$ cat config.mk
export PLATFORM = sky130hd
export DESIGN_NAME = pio_bank
export DESIGN_NICKNAME = d
export VERILOG_FILES = /design/src/rtl/pio_bank.sv
export SDC_FILE = /design/constraint.sdc
export NUM_CORES = 1
export LEC_CHECK = 0
export ABC_AREA = 1
export ABC_CLOCK_PERIOD_IN_PS = 8630
export BUFFER_PORTS_ARGS = -buffer_cell sky130_fd_sc_hd__buf_4
export CAP_MARGIN = 15
export CORE_MARGIN = 2
export CORE_UTILIZATION = 46
export CTS_CLUSTER_DIAMETER = 40
export DETAILED_ROUTE_END_ITERATION = 7
export GPL_TIMING_DRIVEN = 0
export PLACE_DENSITY = 0.69
export SLEW_MARGIN = 20
export SYNTH_ARGS = -nofsm -noshare
export SYNTH_HDL_FRONTEND = slang
export SYNTH_SLANG_ARGS = --single-unit
$ cat constraint.sdc
create_clock -name clk -period 8.63 [get_ports clk]
set_input_delay 0.4315 -clock clk [delete_from_list [all_inputs] [get_ports clk]]
set_output_delay 0.4315 -clock clk [all_outputs]
set_load 0.01 [all_outputs]
$ cat src/rtl/pio_bank.sv
// Memory-mapped parallel I/O bank with output registers, synchronized input channels and edge interrupts.
// Define PIO_DEBOUNCE_EN to add a per-channel stability filter in front of the IN registers.
module pio_bank #(
    parameter int DATA_W     = 32,
    parameter int N_OUT      = 4,
    parameter int N_IN       = 2,
    parameter int DEB_CYCLES = 50000
) (
    input  logic                    clk,
    input  logic                    reset,
    input  logic [4:0]              avs_address,
    input  logic                    avs_read,
    input  logic                    avs_write,
    input  logic [31:0]             avs_writedata,
    output logic [31:0]             avs_readdata,
    output logic                    avs_readdatavalid,
    output logic [N_OUT*DATA_W-1:0] out_port,
    input  logic [N_IN*DATA_W-1:0]  in_port,
    output logic                    irq
);

    localparam logic [4:0] IN_BASE   = 5'h10;
    localparam logic [4:0] MASK_BASE = 5'h14;
    localparam logic [4:0] EDGE_BASE = 5'h18;
    localparam logic [4:0] CTRL_ADDR = 5'h1F;

    logic [DATA_W-1:0]      out_reg  [N_OUT];
    logic [DATA_W-1:0]      mask_reg [N_IN];
    logic [DATA_W-1:0]      edge_reg [N_IN];
    logic [DATA_W-1:0]      in_val   [N_IN];
    logic [DATA_W-1:0]      prev_val [N_IN];
    logic [DATA_W-1:0]      edge_set [N_IN];
    logic [DATA_W-1:0]      edge_clr [N_IN];
    logic [N_IN*DATA_W-1:0] sync1;
    logic [N_IN*DATA_W-1:0] sync2;
    logic                   rise_en;
    logic                   fall_en;
    logic [31:0]            rd_mux;
    logic                   irq_next;

    if (DEB_CYCLES < 2) begin : g_deb_cycles_invalid
    end

    for (genvar g = 0; g < N_OUT; g++) begin : g_out
        assign out_port[g*DATA_W +: DATA_W] = out_reg[g];
    end

    always_comb begin
        rd_mux = '0;
        for (int i = 0; i < N_OUT; i++)
            if (avs_address == 5'(i)) rd_mux[DATA_W-1:0] = out_reg[i];
        for (int i = 0; i < N_IN; i++) begin
            if (avs_address == IN_BASE + 5'(i))   rd_mux[DATA_W-1:0] = in_val[i];
            if (avs_address == MASK_BASE + 5'(i)) rd_mux[DATA_W-1:0] = mask_reg[i];
            if (avs_address == EDGE_BASE + 5'(i)) rd_mux[DATA_W-1:0] = edge_reg[i];
        end
        if (avs_address == CTRL_ADDR) rd_mux[1:0] = {fall_en, rise_en};
    end

    // A new edge in the same cycle as a write-1-to-clear keeps the bit set.
    always_comb begin
        irq_next = 1'b0;
        for (int i = 0; i < N_IN; i++) begin
            edge_set[i] = (rise_en ? (in_val[i] & ~prev_val[i]) : '0)
                        | (fall_en ? (~in_val[i] & prev_val[i]) : '0);
            edge_clr[i] = (avs_write && avs_address == EDGE_BASE + 5'(i))
                        ? avs_writedata[DATA_W-1:0] : '0;
            irq_next    = irq_next | (|(edge_reg[i] & mask_reg[i]));
        end
    end

    always_ff @(posedge clk) begin
        if (reset) begin
            for (int i = 0; i < N_OUT; i++) out_reg[i] <= '0;
            for (int i = 0; i < N_IN; i++) begin
                mask_reg[i] <= '0;
                edge_reg[i] <= '0;
                prev_val[i] <= '0;
            end
            sync1             <= '0;
            sync2             <= '0;
            rise_en           <= 1'b0;
            fall_en           <= 1'b0;
            avs_readdata      <= '0;
            avs_readdatavalid <= 1'b0;
            irq               <= 1'b0;
        end else begin
            sync1             <= in_port;
            sync2             <= sync1;
            avs_readdatavalid <= avs_read;
            avs_readdata      <= avs_read ? rd_mux : '0;
            irq               <= irq_next;
            for (int i = 0; i < N_IN; i++) begin
                prev_val[i] <= in_val[i];
                edge_reg[i] <= (edge_reg[i] & ~edge_clr[i]) | edge_set[i];
            end
            if (avs_write) begin
                for (int i = 0; i < N_OUT; i++)
                    if (avs_address == 5'(i)) out_reg[i] <= avs_writedata[DATA_W-1:0];
                for (int i = 0; i < N_IN; i++)
                    if (avs_address == MASK_BASE + 5'(i)) mask_reg[i] <= avs_writedata[DATA_W-1:0];
                if (avs_address == CTRL_ADDR) begin
                    rise_en <= avs_writedata[0];
                    fall_en <= avs_writedata[1];
                end
            end
        end
    end

`ifdef PIO_DEBOUNCE_EN
    localparam int CNT_W = $clog2(DEB_CYCLES);

    logic [CNT_W-1:0]  deb_cnt   [N_IN];
    logic [DATA_W-1:0] sync_last [N_IN];

    // IN only follows the synced vector after it has stayed unchanged for DEB_CYCLES cycles.
    always_ff @(posedge clk) begin
        if (reset) begin
            for (int i = 0; i < N_IN; i++) begin
                in_val[i]    <= '0;
                deb_cnt[i]   <= '0;
                sync_last[i] <= '0;
            end
        end else begin
            for (int i = 0; i < N_IN; i++) begin
                sync_last[i] <= sync2[i*DATA_W +: DATA_W];
                if (sync2[i*DATA_W +: DATA_W] == in_val[i]) begin
                    deb_cnt[i] <= '0;
                end else if (deb_cnt[i] != '0 && sync2[i*DATA_W +: DATA_W] != sync_last[i]) begin
                    deb_cnt[i] <= '0;
                end else if (deb_cnt[i] == CNT_W'(DEB_CYCLES - 1)) begin
                    in_val[i]  <= sync2[i*DATA_W +: DATA_W];
                    deb_cnt[i] <= '0;
                end else begin
                    deb_cnt[i] <= deb_cnt[i] + 1'b1;
                end
            end
        end
    end
`else
    always_comb begin
        for (int i = 0; i < N_IN; i++) in_val[i] = sync2[i*DATA_W +: DATA_W];
    end
`endif

endmodule

==> impl_metrics.ini, run 1 <==
[sta]
timing_hold_violations_final = 0
max_slew_margin = 0.364
setup_tns_ns = 0
period_needed_ns = 2.38
fin_skew_ns = 0.0168
rsz0062_at_grt = no
finalMaxSlewViolations = 0
fmax_mhz = 420
fin_crit_sh = 0.276
tightest_slew_ns = 0.953
setup_violations = 0

[power_and_ir_drop]
ir_drop_mv = 0.157
comb_power_share = 0.064
switching_share = 0.242
p_switching_uw = 1260
internal-power_uw = 3950
power_leakage_uw = 0.0104
clockPowerShare = 0.450
total_power_uw = 5210
seqPwrFrac = 0.486
p_per_area_mw_per_mm2 = 220

[placed_design]
io_buffers = 265
dpl.hpwl_um = 47000
globalplace.congestion = 0.975

[detailed_routing]
avgRoutedWirePerCell_um = 20.5
drc = 0
dr.pass1.iters = 6
dr_total_vias = 16655
drt_wl_total_um = 64400
ant_nets = 0
drt_iter0_markers = 1819
viasPerCell = 5.30

[worst_setup_path]
r2r_slack_ns = 6.70
worst_r2r_endpoint = irq$_SDFF_PP0_
crit_arrival_ns = 2.68
r2r_cells = 8
worst_setup_path_start_kind = input port
cp-endpoint = out_reg[3][29]$_SDFFCE_PN0P_
regToRegStartpoint = mask_reg[0][20]$_DFFE_PP_
crit_required_ns = 8.93
path_class = input port to flip-flop
cp-end-kind = flip-flop
worst-path-max-fanout = 19
crit_path_start = avs_address[3]

[global_route]
grt_pass1_wl_um = 92200
antenna_found_initial = 6
grt_start_max_net_pins = 20
grt_usage = 0.296
overflow = 0
grt_pass1_vias = 15549

[floorplanning]
die_w_um = 207
fp.dieH_um = 207
die_area_mm2 = 0.0428
ioPinCount = 267
coreArea_mm2 = 0.0407
initial_core_util = 0.465
rows = 74

[synth]
syn_nets = 2334
yosysSeqAreaShare = 0.613
yosys_warnings = 0
postSynthCellCount = 2229
yosysUniqueCellTypes = 25
ys_ff_latch = 484
syn-cell-area_mm2 = 0.0189
syn_avg_cell_area_um2 = 8.49

[final_layout]
largest_reg_flops = 128
drive_above_1_share = 0.160
nets = 2665
synthToLayoutAreaGrowth_pct = 25.0
utilization = 0.581
nFillCells = 3648

[cts]
cts.clk_slew.worst_paths_ns = 0.06
cts-htree-levels = 2
clk_latency_ns = 0.61
post-cts-setup-buffers = 0
holdBufCountCts = 0
cts_tree = done
clkSinkCount = 484
cts_resized = 0
cts.path.max_buffers = 3
cts_made_buffers = 57
root_buffer = clkbuf_16

[worst_hold_path]
hold_path_class = input port to flip-flop

[flow_run]
drv_cap = 0

[run_status]
status = complete, no violations
[how the worst min path moves through the flow]
stage	startpoint	end	slack (ns)	cells past startpoint
3_5_place_dp	sync1[57]$_SDFF_PP0_	sync2[57]$_SDFF_PP0_	0.39	2
3_3_place_gp	sync1[63]$_SDFF_PP0_	sync2[63]$_SDFF_PP0_	0.39	2
4_1_cts	in_port[42]	sync1[42]$_SDFF_PP0_	0.004	3
5_1_grt	in_port[47]	sync1[47]$_SDFF_PP0_	0.02	3
2_1_floorplan	sync1[0]$_SDFF_PP0_	sync2[0]$_SDFF_PP0_	0.39	2
6_report	in_port[42]	sync1[42]$_SDFF_PP0_	0.02	3
[synth_stat cells]
cell type,n,area (µm²)
a21oi_1,37,185
a221oi_1,9,78.8
a22o_1,4,35.0
a31oi_1,64,400
buf_1,1,3.75
buf_2,20,100
buf_4,7,52.6
clkbuf_1,70,263
dfxtp_1,292,5850
edfxtp_1,192,5770
inv_1,328,1230
inv_2,4,15.0
nand2_1,426,1600
nand3_1,74,370
nand3_2,2,20.0
nand3b_1,21,158
nand4_1,51,319
nand4_2,1,12.5
nor2_1,536,2010
nor2_2,5,31.3
nor2_4,1,11.3
nor3_1,1,5.00
o211ai_1,1,7.51
o21ai_0,81,405
o22ai_1,1,6.26
[critical path, stage by stage]
cell     delay [ns]
buf_4          0.13
nor2_4         0.20
nand2_1        0.17
nor2_2         0.33
buf_2          0.42
inv_1          0.14
o21ai_4        0.58
buf_16         0.26
[area by class of cell]
| class | count | area, µm² | area share |
|---|---|---|---|
| Antenna cell | 3 | 7.51 | 0.000317 |
| Buffer | 98 | 419 | 0.0177 |
| Clock buffer | 68 | 1540 | 0.0650 |
| Clock inverter | 38 | 314 | 0.0133 |
| Inverter | 332 | 1250 | 0.0526 |
| Multi-Input combinational cell | 1315 | 5710 | 0.241 |
| Sequential cell | 484 | 11600 | 0.491 |
| Tap cell | 532 | 666 | 0.0281 |
| Timing Repair Buffer | 272 | 2160 | 0.0913 |
[power by group through the flow]
stage	logic, µW	registers [µW]	clock network [µW]
after floorplan	121	2580	0
after global placement	312	2580	0
after detailed placement	329	2580	0
after CTS	330	2530	2350
after global routing	358	2540	2450
final	333	2530	2340
[per-layer routing]
layer,share of wire,global-route usage
met3,0.11,0.0714
met5,0.00037,0
met1,0.40,0.395
met2,0.45,0.459
met4,0.041,0.126
[layout by cell type, fill, tap and decap left out, types with 64 or more instances in the layout]
master / count
o21ai_0: 77
inv_1: 328
nand3_1: 74
nor2_1: 536
a31oi_1: 64
dfxtp_1: 292
nand2_1: 424
buf_4: 272
clkbuf_1: 75
edfxtp_1: 192
[cells by family after synthesis]
group | Yosys count | synth area share
compound gates | 197 | 0.0591
buf+inv | 430 | 0.0880
flops | 484 | 0.613
simple gates | 1118 | 0.240
[stage by stage]
| stage | worst slack [ns] | std cells | instance area (µm²) | hold slack [ns] |
|---|---|---|---|---|
| after floorplan | 4.71 | 2229 | 18900 | 0.388 |
| after global placement | 2.15 | 3026 | 21600 | 0.392 |
| after detailed placement | 5.70 | 3033 | 21800 | 0.393 |
| after CTS | 6.34 | 3139 | 23700 | 0.00361 |
| after global routing | 6.24 | 3142 | 23700 | 0.0187 |
| final | 6.25 | 3142 | 23700 | 0.0194 |
No activity file was read; power rests on OpenSTA's default activity.
==> run 2: changes to the inputs <==
ABC_CLOCK_PERIOD_IN_PS = 2300   (was 8630)
clock period = 2.3 ns   (was 8.63 ns; I/O delays follow)
==> run 2 against run 1 <==
  * Utilization rose by 2.9 points
  * Setup slack got worse by 6.0 ns
  * Power rose to 3.9 times the previous value
  * Critical endpoint is now rise_en$_SDFFE_PP0P_
  * Highest routed layer unchanged
  * Non-clock buffer count rose by 99
  * Combinational power rose to 4.2 times the previous value
  * Clock power rose to 4.0 times the previous value
  * Clock skew rose by 0.0063 ns
  * Worst hold slack got worse by 0.0066 ns
  * Sequential share of layout area fell by 2.3 points
==> impl_metrics.ini, run 2 (synthesis results as in run 1) <==
[placed_design]
pre_cts_slack_ns = -0.255
io_buffers = 265
place_area_mm2 = 0.0218
dpl.hpwl_um = 47500
globalplace.congestion = 0.940

[sta]
fmax_mhz = 486
period_needed_ns = 2.06
fin_skew_ns = 0.0232
setup_violations = 0
timing_hold_violations_final = 0
finalMaxSlewViolations = 0
hold-worst-slack_ns = 0.0128
max_slew_margin = 0.302
tightest_slew_ns = 1.05
fin_ws_ns = 0.243
fin_crit_sh = 0.894
rsz0062_at_grt = no

[worst_setup_path]
worst_setup_path_start_kind = flip-flop
crit_arrival_ns = 2.57
regToRegStartpoint = rise_en$_SDFFE_PP0P_
crit_required_ns = 2.81
cp-end-kind = flip-flop
r2r_slack_ns = 0.24
path_class = flip-flop to flip-flop
r2r_cells = 4
worst_r2r_endpoint = rise_en$_SDFFE_PP0P_
worst-path-max-fanout = 10

[cts]
cts.clk_slew.worst_paths_ns = 0.06
cts_made_buffers = 60
cts-htree-levels = 2
cts_tree = done
cts.path.max_buffers = 3
clkSinkCount = 484
cts_resized = 0
clk_latency_ns = 0.62
root_buffer = clkbuf_16

[run_status]
status = complete, no violations

[final_layout]
post-route-cell-area_mm2 = 0.0249
final_common_cell = nor2_1
nFillCells = 3530
largest_reg_flops = 128
nets = 2767
drive_above_1_share = 0.157
synthToLayoutAreaGrowth_pct = 31.3
final_cell_mix = 536 x nor2_1, 424 x nand2_1, 328 x inv_1

[floorplanning]
initial_core_util = 0.465
coreArea_mm2 = 0.0407
die_area_mm2 = 0.0428
ioPinCount = 267
die_w_um = 207
rows = 74
fp.dieH_um = 207

[worst_hold_path]
hp-start = avs_writedata[30]
holdPathEnd = out_reg[3][30]$_SDFFCE_PN0P_
hold_path_class = input port to flip-flop
whs_path_depth = 3

[detailed_routing]
drc = 0
avgRoutedWirePerCell_um = 20.5
dr_total_vias = 17195
dr.pass1.iters = 6
viasPerCell = 5.29
drt_iter0_markers = 2256
drt_wl_total_um = 66400
ant_nets = 0

[power_and_ir_drop]
power_leakage_uw = 0.0109
p_per_area_mw_per_mm2 = 819
ir_drop_mv = 0.525
total_power_uw = 20300

[global_route]
grt_usage = 0.305
antenna_found_initial = 5
overflow = 0
grt_pass1_vias = 16135
grt_start_max_net_pins = 21
grt_pass1_wl_um = 95100

[flow_run]
drv_cap = 0
run 2: cell count changes in the layout (fill, tap and decap cells not counted), moves of 2 or more:
cell and change:
clkinv_2 -5, clkinvlp_4 +2, dlygate4sd3_1 +97, clkbuf_16 +4
inv_8 +4
run 2: power by group:
group          total (µW)  internal (µW)  switching (µW)
Combinational        1390            580             811
Clock                9460           5550            3910
Sequential           9500           9270             229
run 2: worst max path at each step:
stage	startpoint	to	slack, ns
floorplan	avs_write	out_reg[2][0]$_SDFFCE_PN0P_	-0.16
global placement	avs_address[3]	out_reg[2][12]$_SDFFCE_PN0P_	-1.93
detailed placement	avs_address[3]	out_reg[3][11]$_SDFFCE_PN0P_	-0.25
CTS	rise_en$_SDFFE_PP0P_	rise_en$_SDFFE_PP0P_	0.34
global route	mask_reg[0][26]$_DFFE_PP_	irq$_SDFF_PP0_	0.17
finish	rise_en$_SDFFE_PP0P_	rise_en$_SDFFE_PP0P_	0.24
run 2: worst max-delay path, stage by stage (launching register included):
cell and delay, ns:
dfxtp_1 0.38, inv_2 0.24, clkbuf_1 0.56, a21oi_1 0.15, dlygate4sd3_1 0.60
run 2: per-stage QoR:
stage                util  instances  setup TNS (ns)
global route        0.610       3248               0
finish              0.610       3248               0
global placement    0.530       3026         -233.73
detailed placement  0.536       3035          -11.80
floorplan               -       2229          -10.16
CTS                 0.610       3246               0
run 2: what timing repair did:
item,4_1_cts,5_1_grt
endpoints found under the hold margin,242,0
hold buffers,97,0
endpoints found under the setup margin,0,0
setup buffers,0,0
run 2: routing by layer:
metal | up-vias | GRT usage | share of wire | wire (µm)
li1 | 7916 | - | - | -
met1 | 8038 | 0.409 | 0.40 | 26600
met2 | 1025 | 0.476 | 0.45 | 29700
met3 | 210 | 0.0601 | 0.10 | 6930
met4 | 6 | 0.143 | 0.047 | 3150
met5 | - | 0 | 0.00047 | 31
run 2: cell type report:
| type | count | area (µm²) | share of cell area |
|---|---|---|---|
| Antenna cell | 2 | 5.00 | 0.000201 |
| Sequential cell | 484 | 11600 | 0.467 |
| Tap cell | 532 | 666 | 0.0268 |
| Buffer | 98 | 419 | 0.0169 |
| Clock buffer | 73 | 1650 | 0.0665 |
| Timing Repair Buffer | 371 | 3170 | 0.127 |
| Clock inverter | 41 | 375 | 0.0151 |
| Inverter | 332 | 1250 | 0.0501 |
| Multi-Input combinational cell | 1315 | 5710 | 0.230 |
